$ cat src/rtl/daq_wb_master.sv
// Single-transfer Wishbone classic master driven by the DAQ state machine.
// Latches one request, runs one bus cycle, reports done/error, and aborts
// cycles that the slave never answers after TIMEOUT bus cycles.
module daq_wb_master #(
  parameter int dw      = 32,
  parameter int aw      = 32,
  parameter int TIMEOUT = 255
) (
  input  logic          wb_clk,
  input  logic          wb_rst,
  input  logic          start,
  input  logic [aw-1:0] address,
  input  logic [3:0]    selection,
  input  logic          write,
  input  logic [dw-1:0] data_wr,
  output logic [dw-1:0] data_rd,
  output logic          active,
  output logic          done,
  output logic          error,
  output logic [aw-1:0] wb_adr_o,
  output logic [dw-1:0] wb_dat_o,
  output logic [3:0]    wb_sel_o,
  output logic          wb_we_o,
  output logic          wb_cyc_o,
  output logic          wb_stb_o,
  input  logic [dw-1:0] wb_dat_i,
  input  logic          wb_ack_i,
  input  logic          wb_err_i
);

  localparam logic [1:0] S_IDLE   = 2'd0;
  localparam logic [1:0] S_BUS    = 2'd1;
  localparam logic [1:0] S_FINISH = 2'd2;

  localparam logic [15:0] TO_LAST = 16'(TIMEOUT - 1);

  logic [1:0]    r_state;
  logic [15:0]   r_cnt;
  logic [dw-1:0] r_data_rd;
  logic          r_active;
  logic          r_done;
  logic          r_error;
  logic [aw-1:0] r_adr;
  logic [dw-1:0] r_dat;
  logic [3:0]    r_sel;
  logic          r_we;
  logic          r_cyc;
  logic          r_stb;
  logic          w_abort;

  // Abort on slave error (wins over ack) or when the last allowed bus
  // cycle passes without any response.
  always_comb begin
    w_abort = wb_err_i || (!wb_ack_i && (r_cnt == TO_LAST));
  end

  // Transfer sequencer: request latch, bus cycle, completion pulse.
  always_ff @(posedge wb_clk or posedge wb_rst) begin
    if (wb_rst) begin
      r_state   <= S_IDLE;
      r_cnt     <= '0;
      r_data_rd <= '0;
      r_active  <= 1'b0;
      r_done    <= 1'b0;
      r_error   <= 1'b0;
      r_adr     <= '0;
      r_dat     <= '0;
      r_sel     <= '0;
      r_we      <= 1'b0;
      r_cyc     <= 1'b0;
      r_stb     <= 1'b0;
    end else begin
      r_done  <= 1'b0;
      r_error <= 1'b0;
      case (r_state)
        S_IDLE: begin
          if (start) begin
            r_adr    <= address;
            r_sel    <= selection;
            r_we     <= write;
            r_dat    <= data_wr;
            r_cyc    <= 1'b1;
            r_stb    <= 1'b1;
            r_active <= 1'b1;
            r_cnt    <= '0;
            r_state  <= S_BUS;
          end
        end
        S_BUS: begin
          if (w_abort) begin
            r_cyc    <= 1'b0;
            r_stb    <= 1'b0;
            r_active <= 1'b0;
            r_done   <= 1'b1;
            r_error  <= 1'b1;
            r_state  <= S_FINISH;
          end else if (wb_ack_i) begin
            r_cyc    <= 1'b0;
            r_stb    <= 1'b0;
            r_active <= 1'b0;
            r_done   <= 1'b1;
            if (!r_we) begin
              r_data_rd <= wb_dat_i;
            end
            r_state  <= S_FINISH;
          end else begin
            r_cnt <= r_cnt + 16'd1;
          end
        end
        S_FINISH: begin
          r_state <= S_IDLE;
        end
        default: begin
          r_state  <= S_IDLE;
          r_cyc    <= 1'b0;
          r_stb    <= 1'b0;
          r_active <= 1'b0;
        end
      endcase
    end
  end

  assign data_rd  = r_data_rd;
  assign active   = r_active;
  assign done     = r_done;
  assign error    = r_error;
  assign wb_adr_o = r_adr;
  assign wb_dat_o = r_dat;
  assign wb_sel_o = r_sel;
  assign wb_we_o  = r_we;
  assign wb_cyc_o = r_cyc;
  assign wb_stb_o = r_stb;

endmodule

$ cat config.mk
export PLATFORM = sky130hd
export DESIGN_NAME = daq_wb_master
export DESIGN_NICKNAME = d
export VERILOG_FILES = /design/src/rtl/daq_wb_master.sv
export SDC_FILE = /design/constraint.sdc
export NUM_CORES = 1
export LEC_CHECK = 0
export BUFFER_PORTS_ARGS = -buffer_cell sky130_fd_sc_hd__buf_2
export CELL_PAD_IN_SITES_DETAIL_PLACEMENT = 0
export CELL_PAD_IN_SITES_GLOBAL_PLACEMENT = 1
export CORE_MARGIN = 3
export CORE_UTILIZATION = 35
export DETAILED_ROUTE_END_ITERATION = 6
export HOLD_SLACK_MARGIN = 0.03
export PLACE_DENSITY = 0.8
export SETUP_SLACK_MARGIN = 0.15
export SYNTH_ARGS = -nofsm -noshare
export SYNTH_HDL_FRONTEND = slang
export SYNTH_SLANG_ARGS = --single-unit
export TNS_END_PERCENT = 1
$ cat constraint.sdc
create_clock -name wb_clk -period 3.9 [get_ports wb_clk]
set_input_delay 0.39 -clock wb_clk [delete_from_list [all_inputs] [get_ports wb_clk]]
set_output_delay 0.39 -clock wb_clk [all_outputs]
set_load 0.005 [all_outputs]
; ---- After elaboration in Yosys (flattened, before gate mapping)
; Cells that the tools add are included.
; W data, S select, Z words.
[totals]
ff_bits = 122
in_bits = 106
[op_classes]
addsub = 1
n_eq_ne = 7
mux = 17
bitwise = 3
n_reduce_logical = 10
[op_table]
columns = operator, n
row1 = $mux W16, 3
row2 = $pmux W16 S2, 1
row3 = $add A16 B1 Y16 const B, 1
row4 = $eq A16 B8 Y1 const B, 1
row5 = $mux W1, 8
row6 = $reduce_and A4 Y1, 2
row7 = $mux W2, 3
row8 = $ne A2 B2 Y1 const B, 3
row9 = $pmux W2 S2, 1
row10 = $reduce_and A2 Y1, 2
row11 = $ne A3 B3 Y1 const B, 1
row12 = $not A1 Y1, 3
row13 = $pmux W1 S3, 1
row14 = $reduce_and A3 Y1, 1
row15 = $eq A2 B1 Y1 const B, 1
row16 = $eq A2 B2 Y1 const B, 1
row17 = $logic_not A2 Y1, 1
row18 = $reduce_bool A2 Y1, 1
row19 = $logic_and A1 B1 Y1, 1
row20 = $logic_not A1 Y1, 1
row21 = $logic_or A1 B1 Y1, 1

; ---- Depth between registers and ports, before layout
[logic_depth]
word_depth = 5
depth_mapped = 7
depth_no_buf = 7

; ---- Least setup slack after synthesis
; No wires, ideal clock.
[synth_timing]
kind = register -> register
from = register r_cnt[0]
to = register r_cnt[3]
setup_ps = 136
arrival_ps = 1991
required_ps = 3764
slack_ps = 1773
path_stages_with_launch = 8
cell_sequence = dfrtp_1 > inv_1 > ha_1 > or4b_4 > or4b_4 > o21ai_4 > or3_1 > a21oi_1
[synth_between]
elab_chain_len = 5
[synth_rtl]
columns = element, line
row1 = from (decl), 38  ; logic [15:0] r_cnt;
row2 = from (signal assigned), 107  ; r_cnt <= r_cnt + 16'd1;
row3 = branches (longest 5 deep; another with $add A16 B1 Y16), -
; Parallel ways; which one is timed is not known. The select of a mux whose other input is x is not followed.
; A chain may end at the register's enable or synchronous reset.

; ---- Worst setup path after layout
[layout_timing]
from = register r_cnt[0]
to = register r_cnt[6]
; Same word-level chain as after synthesis.

==> run_results.csv <==
group,metric,value,unit
outcome,outcome,"finished, final reports clean",
worst_setup_path,r2r-start,"r_cnt[0]",
pwr,p_switching,1340,uW
synth,synth-seq-cells,122,
pwr,p_leak,0.00364,uW
flow_run,maxCapViolCount,0,
global_routing,grt_max_degree,73,
clock_tree,post_cts_resized,0,
clock_tree,numCtsBuffers,17,
clock_tree,cts_setup_buffers,0,
sta,fin_ws,1600,ps
sta,finalCritPeriodShare,59.0,%
global_routing,antenna_found_initial,0,
global_routing,grt_remaining_overflow,0,
clock_tree,cts_buffer_depth,2,
worst_setup_path,crit_chain,"inv_1, ha_1, or4b_4, or4b_4, nor2_2, or3_1, a21oi_1",
floorplan,die_area,15400,um^2
drt,vias_per_cell,4.57,
pwr,peakVddDrop,0.000292,V
pwr,p_per_area,684,nW/um^2
clock_tree,cts_sinks,122,
worst_setup_path,startpoint_type,"register",
sta,worstMarginPinSlew,1060,ps
layout,layout.cells.non_filler,884,
clock_tree,clock_latency,410,ps
global_routing,track_usage,15.8,%
synth,yosysSeqAreaShare,62.5,%
worst_setup_path,r2r_setup_slack,1600,ps
layout,num_antenna_cells,0,
synth,syn-num-nets,591,
placed_design,dp_cells,852,
floorplan,core_area,13500,um^2
global_routing,grt_pass1_vias,3864,
synth,yosysWarnings,0,
sta,period_needed,2300,ps
floorplan,die_h,124,um
floorplan,die_w,124,um
drt,routedWlPerCell,13.7,um
worst_setup_path,required,4130,ps
floorplan,boundaryPins,212,
sta,clock_skew,5.95,ps
synth,avgSynthCellArea,10.1,um^2
sta,setup_tns,0,ps
worst_setup_path,critPathKind,"register to register",
synth,synth_area,4890,um^2
worst_setup_path,crit_buf_inv,1,
worst_setup_path,crit_start,"r_cnt[0]",
worst_setup_path,r2r-end,"r_cnt[6]",
worst_setup_path,cp_max_fo,8,
worst_setup_path,crit_slowest_cell,"or4b_4",
hold_path,hold_path.class,"input pin to asynchronous set/reset pin",
synth,yosys.cell_types.count,35,
sta,setup_viol,0,
worst_setup_path,critPathMostFrequentCell,"or4b_4",
drt,drt_iter0_markers,129,
clock_tree,cts_max_level,4,
clock_tree,ctsHoldBuffers,0,
layout,final_nets,803,
pwr,comb_power_share,24.9,%
pwr,pwr-share-clk,33.3,%
pwr,fin_total_pwr,4590,uW
pwr,internal-power,3250,uW
placed_design,place_congestion,0.749,
layout,syn2layout_area_growth,37.3,%
synth,netlist_instances,483,
drt,drc,0,
sta,rsz0062_at_grt,"no",
floorplan,start_util,36.3,%
sta,slew_viol_final,0,
worst_setup_path,r2r_cells,7,
worst_setup_path,worst_path_largest_cell_delay,560,ps
placed_design,hpwl,8.72,mm
worst_setup_path,end_kind,"register",
layout,fillerInstances,1299,
clock_tree,clkSlewWorstSetupHoldPaths,50,ps
pwr,p_sw_share,29.1,%
layout,drive_gt1_share,40.3,%
clock_tree,cts_tree,"built",
sta,fmax,435,MHz
placed_design,pre_cts_ws,1610,ps
drt,dr_total_vias,4037,
pwr,seq_power_share,41.8,%
drt,detail_route.first_pass.iterations,4,
floorplan,num_rows,42,
drt,wl,12.2,mm
worst_setup_path,crit_family,"simple AND/OR/NAND/NOR gates",
drt,drtAntennaViolNets,0,
placed_design,numPortBuffers,211,
sta,final_hold_viol_count,0,
clock_tree,cts_root_buf,"clkbuf_16",
global_routing,grt_pass1_wl,18.9,mm
worst_setup_path,worstPathArrival,2530,ps
sta,maxSlewHeadroom,29.3,%
==> per-layer routing <==
metal	up-vias	GRT usage [%]	part of all wire (%)
met1	1873	19.4	41
met4	0	6.78	2.0
met3	20	6.90	11
met5	-	0	0
met2	158	24.4	46
li1	1986	-	-
==> through the flow <==
step / area, um^2 / hold WS (ps) / util (%)
after floorplan: 4890 / 470 / -
after detailed placement: 6120 / 456 / 45.5
after global routing: 6710 / 128 / 49.9
after CTS: 6710 / 94.5 / 49.9
final: 6710 / 77.0 / 49.9
after global placement: 6120 / 451 / 45.5
==> cells in the mapped netlist <==
master	count	share of area, %
a21oi_4	1	0.33
mux2i_1	1	0.20
nor2_2	1	0.13
o31ai_1	2	0.31
buf_4	2	0.31
o22ai_1	1	0.13
o21ai_4	1	0.33
nand2_1	218	17
o21ai_0	4	0.41
buf_1	3	0.23
nor2_1	11	0.84
a21oi_1	8	0.82
nand3_1	7	0.72
nor4b_1	1	0.18
a21o_1	1	0.15
or3_1	4	0.51
mux2_2	31	7.1
or4_1	4	0.61
or4b_4	2	0.56
dfrtp_1	122	62
inv_1	7	0.54
or3b_1	1	0.18
clkbuf_1	17	1.3
mux2_1	1	0.23
o211ai_1	2	0.31
nand4_1	5	0.64
and4_1	1	0.18
xnor2_1	3	0.54
and3_1	4	0.51
and2_1	2	0.26
nor4_1	1	0.13
nor3_1	5	0.51
xor2_1	3	0.54
nand2b_1	4	0.51
ha_1	2	0.51
==> kinds of logic (layout without fill, tap and decap cells) <==
group / Yosys count / in the layout / share of synthesized area (%)
AO/OA/AOI/OAI: 20 / 20 / 2.79
XOR/XNOR: 6 / 6 / 1.08
adder cells (fa/ha/maj): 2 / 2 / 0.512
buffers and inverters: 29 / 254 / 2.38
flip-flops: 122 / 122 / 62.5
multiplexers: 33 / 33 / 7.58
AND/OR/NAND/NOR: 271 / 271 / 23.2
==> state kept, by name, indices dropped and copies added (netlist names) <==
register	cells
data_rd	32
done	1
error	1
r_cnt	16
r_state	2
wb_adr_o	32
wb_cyc_o	1
wb_dat_o	32
wb_sel_o	4
wb_we_o	1
==> worst max path at each step <==
stage | endpoint | slack [ps] | cells past startpoint
floorplan | data_rd[0] | 270 | 1
global placement | r_cnt[7] | 1640 | 7
detailed placement | r_cnt[4] | 1610 | 7
CTS | r_cnt[3] | 1590 | 7
global route | r_cnt[3] | 1410 | 7
finish | r_cnt[6] | 1600 | 7
==> layout by cell type, fill, tap and decap left out, types with 2 or more instances in the layout <==
| cell type | instances |
|---|---|
| or3_1 | 4 |
| buf_2 | 211 |
| inv_1 | 6 |
| mux2_2 | 31 |
| nor3_1 | 5 |
| xnor2_1 | 3 |
| o21ai_0 | 4 |
| nand2_1 | 217 |
| or4_1 | 4 |
| clkbuf_16 | 17 |
| xor2_1 | 3 |
| clkbuf_8 | 3 |
| bufinv_16 | 2 |
| nand2b_1 | 4 |
| or4b_4 | 2 |
| dfrtp_1 | 122 |
| clkinvlp_4 | 3 |
| and3_1 | 4 |
| ha_1 | 2 |
| o31ai_1 | 2 |
| a21oi_1 | 8 |
| nor2_1 | 11 |
| buf_4 | 3 |
| clkinv_4 | 2 |
| clkinv_2 | 4 |
| nand4_1 | 5 |
| nand3_1 | 7 |
| o211ai_1 | 2 |
==> power by group through the flow <==
stage	Combinational, uW	Clock (uW)	Sequential (uW)
detailed placement	1180	0	1930
CTS	1180	1570	1920
finish	1140	1530	1920
floorplan	511	0	1970
global route	1310	1640	1970
global placement	1150	0	1910
==> cell type report <==
type,instances,area (um^2),share of cell area [%]
tap,176,220,3.28
inverter,7,28.8,0.429
clock inverter,11,120,1.79
multi-input combinational,332,1720,25.7
clock buffer,21,470,7.01
timing repair buffer,215,1100,16.4
sequential,122,3050,45.5
Power figures use the tool's default switching activity.
